`src/rtl/sersub4.sv`:
```
// sersub4: bit-serial subtractor, D = A - B - BIN over WIDTH clocks.
// One full-subtractor cell plus a borrow flop, with a start/busy/done handshake.
// Optional build macro SERSUB_OVF_EN adds a two's-complement overflow output (ovf).
module sersub4 #(
  parameter int WIDTH = 4
) (
  input  logic             clk,
  input  logic             rst_n,
  input  logic             start,
  input  logic [WIDTH-1:0] a,
  input  logic [WIDTH-1:0] b,
  input  logic             bin,
  output logic             busy,
  output logic             done,
  output logic [WIDTH-1:0] diff,
  output logic             bout
`ifdef SERSUB_OVF_EN
  ,
  output logic             ovf
`endif
);

  localparam int CW = $clog2(WIDTH + 1);
  localparam logic [CW-1:0] CNT_LAST = CW'(WIDTH - 1);
  localparam logic [CW-1:0] CNT_ONE  = CW'(1);

  typedef enum logic {
    S_IDLE  = 1'b0,
    S_SHIFT = 1'b1
  } state_e;

  // Full-subtractor cell: returns {borrow_out, difference_bit}.
  function automatic logic [1:0] fsub(input logic ai, input logic bi, input logic br);
    fsub = {(~ai & bi) | (~(ai ^ bi) & br), ai ^ bi ^ br};
  endfunction

  state_e           state_q, state_d;
  logic [CW-1:0]    cnt_q, cnt_d;
  logic             br_q, br_d;
  logic [WIDTH-1:0] areg_q, areg_d;
  logic [WIDTH-1:0] breg_q, breg_d;
  // Holds the WIDTH-1 difference bits produced before the final shift;
  // the last bit is merged straight into diff at completion.
  logic [WIDTH-2:0] res_q, res_d;
  logic             busy_q, busy_d;
  logic             done_q, done_d;
  logic [WIDTH-1:0] diff_q, diff_d;
  logic             bout_q, bout_d;
`ifdef SERSUB_OVF_EN
  logic             amsb_q, amsb_d;
  logic             bmsb_q, bmsb_d;
  logic             ovf_q, ovf_d;
`endif

  logic [1:0]       cell_s;
  logic [WIDTH-1:0] res_shift_s;

  // Next-state logic: capture on accepted start, one cell evaluation per SHIFT cycle.
  always_comb begin
    state_d     = state_q;
    cnt_d       = cnt_q;
    br_d        = br_q;
    areg_d      = areg_q;
    breg_d      = breg_q;
    res_d       = res_q;
    busy_d      = busy_q;
    done_d      = 1'b0;
    diff_d      = diff_q;
    bout_d      = bout_q;
`ifdef SERSUB_OVF_EN
    amsb_d      = amsb_q;
    bmsb_d      = bmsb_q;
    ovf_d       = ovf_q;
`endif
    cell_s      = fsub(areg_q[0], breg_q[0], br_q);
    res_shift_s = {cell_s[0], res_q};

    case (state_q)
      S_IDLE: begin
        if (start) begin
          areg_d  = a;
          breg_d  = b;
          br_d    = bin;
          cnt_d   = {CW{1'b0}};
          res_d   = {(WIDTH-1){1'b0}};
          busy_d  = 1'b1;
          state_d = S_SHIFT;
`ifdef SERSUB_OVF_EN
          amsb_d  = a[WIDTH-1];
          bmsb_d  = b[WIDTH-1];
`endif
        end else begin
          state_d = S_IDLE;
        end
      end
      S_SHIFT: begin
        areg_d = {1'b0, areg_q[WIDTH-1:1]};
        breg_d = {1'b0, breg_q[WIDTH-1:1]};
        br_d   = cell_s[1];
        res_d  = res_shift_s[WIDTH-1:1];
        cnt_d  = cnt_q + CNT_ONE;
        if (cnt_q == CNT_LAST) begin
          state_d = S_IDLE;
          busy_d  = 1'b0;
          done_d  = 1'b1;
          diff_d  = res_shift_s;
          bout_d  = cell_s[1];
`ifdef SERSUB_OVF_EN
          ovf_d   = (amsb_q != bmsb_q) && (res_shift_s[WIDTH-1] != amsb_q);
`endif
        end else begin
          state_d = S_SHIFT;
        end
      end
      default: begin
        state_d = S_IDLE;
        busy_d  = 1'b0;
      end
    endcase
  end

  // State and output registers with asynchronous active-low reset.
  always_ff @(posedge clk or negedge rst_n) begin
    if (!rst_n) begin
      state_q <= S_IDLE;
      cnt_q   <= {CW{1'b0}};
      br_q    <= 1'b0;
      areg_q  <= {WIDTH{1'b0}};
      breg_q  <= {WIDTH{1'b0}};
      res_q   <= {(WIDTH-1){1'b0}};
      busy_q  <= 1'b0;
      done_q  <= 1'b0;
      diff_q  <= {WIDTH{1'b0}};
      bout_q  <= 1'b0;
`ifdef SERSUB_OVF_EN
      amsb_q  <= 1'b0;
      bmsb_q  <= 1'b0;
      ovf_q   <= 1'b0;
`endif
    end else begin
      state_q <= state_d;
      cnt_q   <= cnt_d;
      br_q    <= br_d;
      areg_q  <= areg_d;
      breg_q  <= breg_d;
      res_q   <= res_d;
      busy_q  <= busy_d;
      done_q  <= done_d;
      diff_q  <= diff_d;
      bout_q  <= bout_d;
`ifdef SERSUB_OVF_EN
      amsb_q  <= amsb_d;
      bmsb_q  <= bmsb_d;
      ovf_q   <= ovf_d;
`endif
    end
  end

  assign busy = busy_q;
  assign done = done_q;
  assign diff = diff_q;
  assign bout = bout_q;
`ifdef SERSUB_OVF_EN
  assign ovf  = ovf_q;
`endif

endmodule

```
`config.mk`:
```
export PLATFORM = sky130hd
export DESIGN_NAME = sersub4
export DESIGN_NICKNAME = d
export VERILOG_FILES = /design/src/rtl/sersub4.sv
export SDC_FILE = /design/constraint.sdc
export NUM_CORES = 1
export LEC_CHECK = 0
export CORE_AREA = 4 4 51 53
export CTS_CLUSTER_SIZE = 10
export DETAILED_ROUTE_END_ITERATION = 12
export DIE_AREA = 0 0 55 57
export PLACE_DENSITY = 0.74
export SYNTH_ARGS = -nofsm -noshare
export SYNTH_HDL_FRONTEND = slang
export SYNTH_SLANG_ARGS = --single-unit
```
`constraint.sdc`:
```
create_clock -name clk -period 3 [get_ports clk]
set_input_delay 0.6 -clock clk [delete_from_list [all_inputs] [get_ports clk]]
set_output_delay 0.6 -clock clk [all_outputs]
set_load 0.01 [all_outputs]
```
==> metrics.cfg <==
[outcome]
outcome = finished clean

[synthesis]
ys_types = 19
synth_top_area_share = 0.552
syn_nets = 100
synth_area_per_cell_um2 = 12.4
synth-edff-count = 0
synthesis.area_mm2 = 0.00104
syn_inst = 84
synth_top_cell_by_area = dfrtp_1
synth-seq-cells = 23
ys_seq_area_frac = 0.552
netlist_top_cells_count = 23 x dfrtp_1, 12 x mux2i_1, 8 x nand2_1
synth_area_leaders = dfrtp_1 55%, mux2i_1 12%, mux2_4 5.8%
ys_async_sr_fraction = 1.00
synthFlopType = dfrtp_1
yosysWarnings = 0
yosysMostFrequentCell = dfrtp_1

[sta]
hold_viol_final = 0
tightest_slew_ns = 0.851
min_period_over_period = 0.613
maxSlewViolCount = 0
fmax_mhz = 544
rsz0062_at_grt = false
final.setup.tns_ns = 0
skew_ns = 0.00521
timing.final.crit_period_ns = 1.84
maxSlewHeadroom = 0.433
setup_viol = 0

[drt]
viasPerCell = 4.88
vias = 634
routedWlPerCell_um = 12.0
dr_wl_met3_um = 102
drt_iter0_drc = 3
top_layer = met4
drc = 0
wl_met1_um = 721
met2_wirelength_um = 716
wl_um = 1560
dr.pass1.iters = 2
antenna_left = 0

[worst_setup_path]
path_buf_inv = 1
cp.required_ns = 2.40
cp.depth = 1
cp.arrival_ns = 1.24
critPathKind = reg2out
slowest_delay_ns = 0.54
endpoint_kind = output port
path_cells = clkdlybuf4s50_1
r2r_cells = 2
critPathLaunchType = flip-flop
cp_slowest_cell = clkdlybuf4s50_1
crit_fanout = 3
path_delay_family = buffers and inverters

[final_layout]
fill_cells = 198
drive_above_1_share = 0.0882
antenna_cells = 0
nNetsFinal = 119
area_growth_syn_to_layout_pct = 18.9

[job]
drv_cap = 0

[floorplan]
pin_count = 19
core_mm2 = 0.00215
die_w_um = 55
rows = 17
start_util = 0.486
dieHeight_um = 57
die-area_mm2 = 0.00314

[cts]
cts_hold_buf = 0
htreeDepth = 1
clock_sinks = 23
ctsResizeCount = 0
cts_root_buffer = clkbuf_4
cts_made_buffers = 3
cts_tree = yes
insertion_delay_ns = 0.30
clk_pin_slew_ns = 0.12
cts_buffer_depth = 2
post-cts-setup-buffers = 0

[place]
dp_hpwl_um = 1120
portBuffers = 18
gp_congestion = 0.717

[global_route]
grt_max_degree = 28
antenna_found_initial = 0
grt_pass1_vias = 644
grt_pass1_wl_um = 2750
grt_overflow_total = 0
grt_usage = 0.118

[pwr]
power_w = 0.00110
pwr_density_cell_mw_per_mm2 = 887
p_leak_nw = 0.614
max-vdd-ir-drop_mv = 0.502

[worst_hold_path]
min_path_cells = 1
hp-class = reg2reg

flip-flops by register name, indices dropped and copies added (netlist names):
| signal | flops |
|---|---|
| br_q | 1 |
| bout | 1 |
| diff | 4 |
| state_q | 1 |
| areg_q | 4 |
| done | 1 |
| cnt_q | 3 |
| res_q | 3 |
| busy | 1 |
| breg_q | 4 |
cells by family after synthesis:
family | after synthesis | synth area share
flip-flops | 23 | 0.552
AO/OA/AOI/OAI | 13 | 0.0743
multiplexers | 16 | 0.173
AND/OR/NAND/NOR | 16 | 0.0719
buffers and inverters | 12 | 0.0743
adder cells (fa/ha/maj) | 4 | 0.0552
routing by layer:
layer | track usage | vias up
met2 | 0.184 | 18
met1 | 0.155 | 299
met5 | 0 | -
met4 | 0.0521 | 0
met3 | 0.0261 | 2
li1 | - | 315
metrics by stage:
| step | hold WS (ns) | instance area (um2) | worst slack (ns) | utilization | std cells |
|---|---|---|---|---|---|
| after floorplan | 0.304 | 1040 | 1.66 | - | 84 |
| after global placement | 0.474 | 1210 | 0.973 | 0.566 | 126 |
| after detailed placement | 0.471 | 1210 | 0.928 | 0.566 | 126 |
| after CTS | 0.504 | 1240 | 1.15 | 0.578 | 130 |
| after global routing | 0.530 | 1240 | 1.12 | 0.578 | 130 |
| final | 0.502 | 1240 | 1.16 | 0.578 | 130 |
layout make-up:
type,count,area (um2),share of cell area
repair buffers,19,188,0.151
well taps,28,35.0,0.0282
inverters,7,26.3,0.0212
flip-flops and latches,23,576,0.464
clock buffers,4,26.3,0.0212
multi-input cells,49,390,0.315
where the power goes:
part	switching, W	internal [W]
Sequential	0.000103	0.000438
Clock	0.0000864	0.0000518
Combinational	0.000162	0.000260
final timing paths:
check,from,end,slack [ns]
worst max-delay path,busy,busy,1.16
worst min-delay path,cnt_q[0],cnt_q[0],0.50
worst max register to register,state_q,diff[3],1.44
worst min register to register,cnt_q[0],cnt_q[0],0.50
max in group asynchronous,rst_n,br_q,2.13
min in group asynchronous,rst_n,cnt_q[2],0.64
placed cells by master (no fill, tap or decap):
cell             Yosys  final
a21oi_1              1      1
a22o_1               3      3
buf_4                2      1
clkbuf_1             0      1
clkbuf_4             0      3
clkdlybuf4s50_1      0     18
dfrtp_1             23     23
fa_1                 1      1
ha_1                 3      3
inv_1                7      7
mux2_4               4      4
mux2i_1             12     12
nand2_1              8      8
nand2_4              1      1
nand2b_1             3      3
nor2_1               4      4
o21ai_0              3      3
o21ai_1              5      5
o22ai_1              1      1
Power figures use the tool's default switching activity.
==> patch 1 (same settings) <==
`WIDTH`: 4 -> 2.
--- a/src/rtl/sersub4.sv
+++ b/src/rtl/sersub4.sv
@@ -4,3 +4,3 @@
 module sersub4 #(
-  parameter int WIDTH = 4
+  parameter int WIDTH = 2
 ) (
Ports: changed (resized a, b and diff); port bits go from 19 to 13. The function was not compared with the original's and may differ.
==> patch 1 against the original RTL <==
  * Register-to-register slack better by 190 ps
  * Clock power down 25%
  * Design area down 38%
  * Area after synthesis down 42%
  * Sequential share of layout area down 0.69 points
  * Total power down 32%
  * Non-clock buffer count down 7
  * Synthesized cell count down 43%
  * Sequential cell count down 9
  * Highest routed layer unchanged
  * Sequential power down 38%
  * First-iteration DRC count up 130%
  * Worst setup slack better by 41 ps
  * Wire length down 35%
==> patch 1: results (changes against the original RTL) <==
Placement
  • Dpl ws: 1120 ps (+191 ps)
  • Placer congestion estimate: 0.666 (-7.1%)
  • Detailed Place HPWL: 775 um (-31%)
  • # placed instances: 86 (-32%)
  • Port buffer count: 12 (-6)
  • Placed Area: 744 um2 (-39%)

Finish
  • Layout cells sized above 1: 0.131 (+0.0429)
  • FF/Latch Area: 350 um2 (-39%)
  • Final nets: 73 (-39%)
  • Ant diodes: 0 (unchanged)
  • Fill count: 222 (+12%)

Logic synthesis
  • Synth Area in Compound Gates: 0.0707 (-0.00365)
  • Synth cell count leaders: dfrtp_1 (14), inv_1 (5), mux2i_1 (5)
  • Post-synthesis mux area share: 0.177 (+0.00405)
  • Synth area leaders: dfrtp_1 (58%), mux2i_1 (8.3%), mux2_4 (7.5%)
  • Fraction of registers with async set or reset after synthesis: 1.00 (unchanged)
  • Sequential area share after synthesis: 0.582 (+0.0306)
  • Adder-Cell Fraction of Synth Area: 0.0541 (-0.00110)
  • Ys Warns: 0 (unchanged)
  • Synth Instances: 48 (-43%)
  • Synth unique cells: 18 (-1)
  • Syn_nets: 58 (-42%)

Clocking
  • Clock transition at the registers of the reported paths: 80 ps (-40 ps)
  • H-tree levels: 1 (unchanged)
  • Insertion delay to the later sink of the worst-skew pair: 280 ps (-20 ps)
  • Resize count post-CTS: 0 (unchanged)
  • CTS Root Buffer Type: clkbuf_4

GRT
  • Vias in the first global route: 432 (-33%)
  • First-pass GRT wire length: 1.70 mm (-38%)
  • Initial antenna violation count: 0 (unchanged)
  • Largest net degree at the start of global routing: 17 (-39%)
  • Tot GR Track Use: 0.0800 (-0.0384)

Setup path
  • CP max stage delay: 550 ps
  • CP endpoint: busy
  • Cells on worst reg2reg path: 3 (+1)
  • R2R Path End: diff[1]
  • CP arrival: 1200 ps (-40 ps)
  • R2R Setup Slk: 1630 ps (+190 ps)
  • FF-to-FF Start: br_q

Drt
  • Routed WL: 1.01 mm (-35%)
  • DR pass1 iterations: 3 (+1)
  • Initial drt markers: 7 (+4)
  • Vias per inst: 4.28 (-12%)
  • DR vias: 381 (-40%)

Power
  • Leakage: 0.000364 uW (-41%)
  • Switching Share: 0.326 (+0.00644)
  • Peak supply drop: 356 uV (-29%)

Min path
  • HP Class: flip-flop to flip-flop
  • Hold depth: 2 (+1)
  • Hold endpoint: areg_q[0]
  • Worst hold start: areg_q[1]

STA
  • Slew of the pin with the lowest slew margin: 617 ps (-234 ps)
  • Final Skew: 4.72 ps (-0.489 ps)
  • Final hold slack: 491 ps (-10.7 ps)
  • Final Critical Period: 1800 ps (-40.9 ps)

Run status
  • Outcome: completed
## patch 1: cell types whose count changed in the layout (fill, tap and decap cells not counted), moves of 2 or more
cell,unedited run,this run
dfrtp_1,23,14
mux2i_1,12,5
clkdlybuf4s50_1,18,12
nand2_1,8,3
o21ai_1,5,0
a22o_1,3,1
ha_1,3,1
inv_1,7,5
nand2b_1,3,1
## patch 1: area by class of cell
type	count	area share
tap	28	0.0457
inverter	5	0.0245
sequential	14	0.457
multi-input combinational	27	0.287
clock buffer	3	0.0294
timing repair buffer	12	0.157
## patch 1: per-layer routing
layer,up-vias,track usage,routed length (um)
met5,-,0,0
met1,182,0.0887,443
li1,185,-,-
met4,0,0.0625,15
met2,12,0.113,475
met3,2,0.0392,79
## patch 1: power groups by stage
stage / Combinational (uW) / Clock, uW / Sequential [uW]
final: 306 / 103 / 337
after global routing: 337 / 117 / 354
after CTS: 312 / 109 / 339
after detailed placement: 312 / 0 / 342
after global placement: 299 / 0 / 338
after floorplan: 199 / 0 / 335
==> patch 2 (config.mk and constraints unchanged) <==
Made on the original files. Reset style: synchronous (`rst_n`), changed in one clocked block. Comments in the files are not updated.
--- a/src/rtl/sersub4.sv
+++ b/src/rtl/sersub4.sv
@@ -122,3 +122,3 @@
   // State and output registers with asynchronous active-low reset.
-  always_ff @(posedge clk or negedge rst_n) begin
+  always_ff @(posedge clk) begin
     if (!rst_n) begin
Check against the original RTL: differs if rst_n is asserted again (counterexample within 4 cycles, from zero or initial values and one cycle with rst_n low); with rst_n held inactive, the same outputs for 10 cycles.
==> patch 2 against the original RTL <==
  * Area after synthesis up 5.6%
  * Wire length grew 11%
  * First-iteration DRC count increased by 33%
  * Sequential cell count unchanged
  * Worst setup slack better by 19 ps
  * Sequential share of layout area is 9.6 points lower
  * Design area is 1.0% higher
  * Worst hold slack got worse by 26 ps
  * Cell count is 12% higher
  * Die area unchanged
  * Via count grew 18%
  * Critical path depth increased by 2
  * Critical endpoint is now res_q[2]
  * Largest cell class is now multi-input gates
  * Highest routed layer unchanged
Power is not compared: it rests on default switching activity, and its combinational part moved more than twofold at a synthesized area within 25%.
==> patch 2: results (changes against the original RTL) <==
GRT
  • Tot GR Track Use: 0.120 (+0.00155)
  • Vias in the first global route: 693 (+7.6%)
  • First-pass GRT wire length: 2.88 mm (+4.5%)
  • Largest net degree at the start of global routing: 37 (+32%)
  • Initial antenna violation count: 0 (unchanged)

Setup path
  • CP arrival: 2060 ps (+820 ps)
  • CP max FO: 17 (+14)

Placement
  • Placed Area: 0.00123 mm2 (+1.0%)
  • Placer congestion estimate: 0.647 (-9.7%)
  • Detailed Place HPWL: 1.17 mm (+4.5%)

Drt
  • Routed len/inst: 11.8 um (-1.4%)
  • Initial drt markers: 4 (+1)
  • Vias per inst: 5.13 (+5.2%)
  • DR pass1 iterations: 3 (+1)
  • Routed WL: 1.73 mm (+11%)

Finish
  • Layout cells sized above 1: 0.144 (+0.0558)
  • Fin util: 0.584 (+0.00582)
  • Ant diodes: 0 (unchanged)
  • Fill count: 189 (-4.5%)
  • Final nets: 135 (+13%)

Logic synthesis
  • Syn_nets: 119 (+19%)
  • Synth cell count leaders: dfxtp_1 (23), a21oi_1 (9), mux2i_1 (9)
  • Sequential area share after synthesis: 0.418 (-0.134)
  • Number of flops mapped to enable cells by yosys: 0 (unchanged)
  • Synth area leaders: dfxtp_1 (42%), mux2i_1 (8.2%), a211oi_1 (4.8%)
  • Fraction of registers with async set or reset after synthesis: 0 (-1.00)
  • Synth unique cells: 25 (+6)
  • Average cell area after synthesis: 10.7 um2 (-14%)
  • Ys Warns: 0 (unchanged)

Clocking
  • Insertion delay to the later sink of the worst-skew pair: 300 ps (about the same)
  • Total CTS buffers: 3 (unchanged)
  • Clock transition at the registers of the reported paths: 120 ps (about the same)

Power
  • Tot Pwr: 541 uW
  • Peak supply drop: 225 uV
  • Seq power: 336 uW

STA
  • Rel. slew slack: 0.275 (-0.157)
  • Final Skew: 1.89 ps (-3.32 ps)

Run status
  • Outcome: completed
## patch 2: changes by cell type in the layout (fill, tap and decap cells not counted), sizes merged, moves of 5 or more
cell,before,now
dfrtp,23,0
dfxtp,0,23
a21oi,1,13
a211oi,0,7
o21ai,8,1
nor2b,0,6
or3b,0,6
a21bo,0,5
nand2,9,4
## patch 2: worst max-delay path: stages
cell,delay [ps]
clkdlybuf4s50_1,790
or3b_1,520
a21oi_1,150
## patch 2: kinds of logic after synthesis
logic type      count (synthesis)  synth area share
simple gates                   28             0.166
flops                          23             0.418
buf+inv                        12            0.0987
compound gates                 27             0.184
mux                             9            0.0817
fa+ha+maj                       4            0.0522
## patch 2: worst paths after layout
| path | start | end | slack, ps | depth (start not counted) |
|---|---|---|---|---|
| setup reg to reg | state_q | breg_q[2] | 1390 | 2 |
| hold reg to reg | res_q[1] | diff[1] | 480 | 2 |
| hold / removal | res_q[1] | diff[1] | 480 | 2 |
| setup / recovery | start | res_q[2] | 1180 | 3 |
## patch 2: final cells by class
class / instances / area share
Tap cell: 28 / 0.0279
Clock buffer: 4 / 0.0210
Sequential cell: 23 / 0.367
Inverter: 5 / 0.0150
Multi-Input combinational cell: 68 / 0.425
Timing Repair Buffer: 18 / 0.144
## patch 2: per-layer routing
layer / track usage / up-vias / routed length, um
li1: - / 393 / -
met1: 0.143 / 342 / 802
met2: 0.208 / 12 / 837
met3: 0.0235 / 2 / 66
met4: 0.0417 / 0 / 18
met5: 0 / - / 0
## patch 2: through the flow
step                      hold slack, ps  setup slack [ps]
after global routing                 499              1090
after global placement               461               888
after detailed placement             460               832
final                                476              1180
after floorplan                      447              1760
after CTS                            474              1160
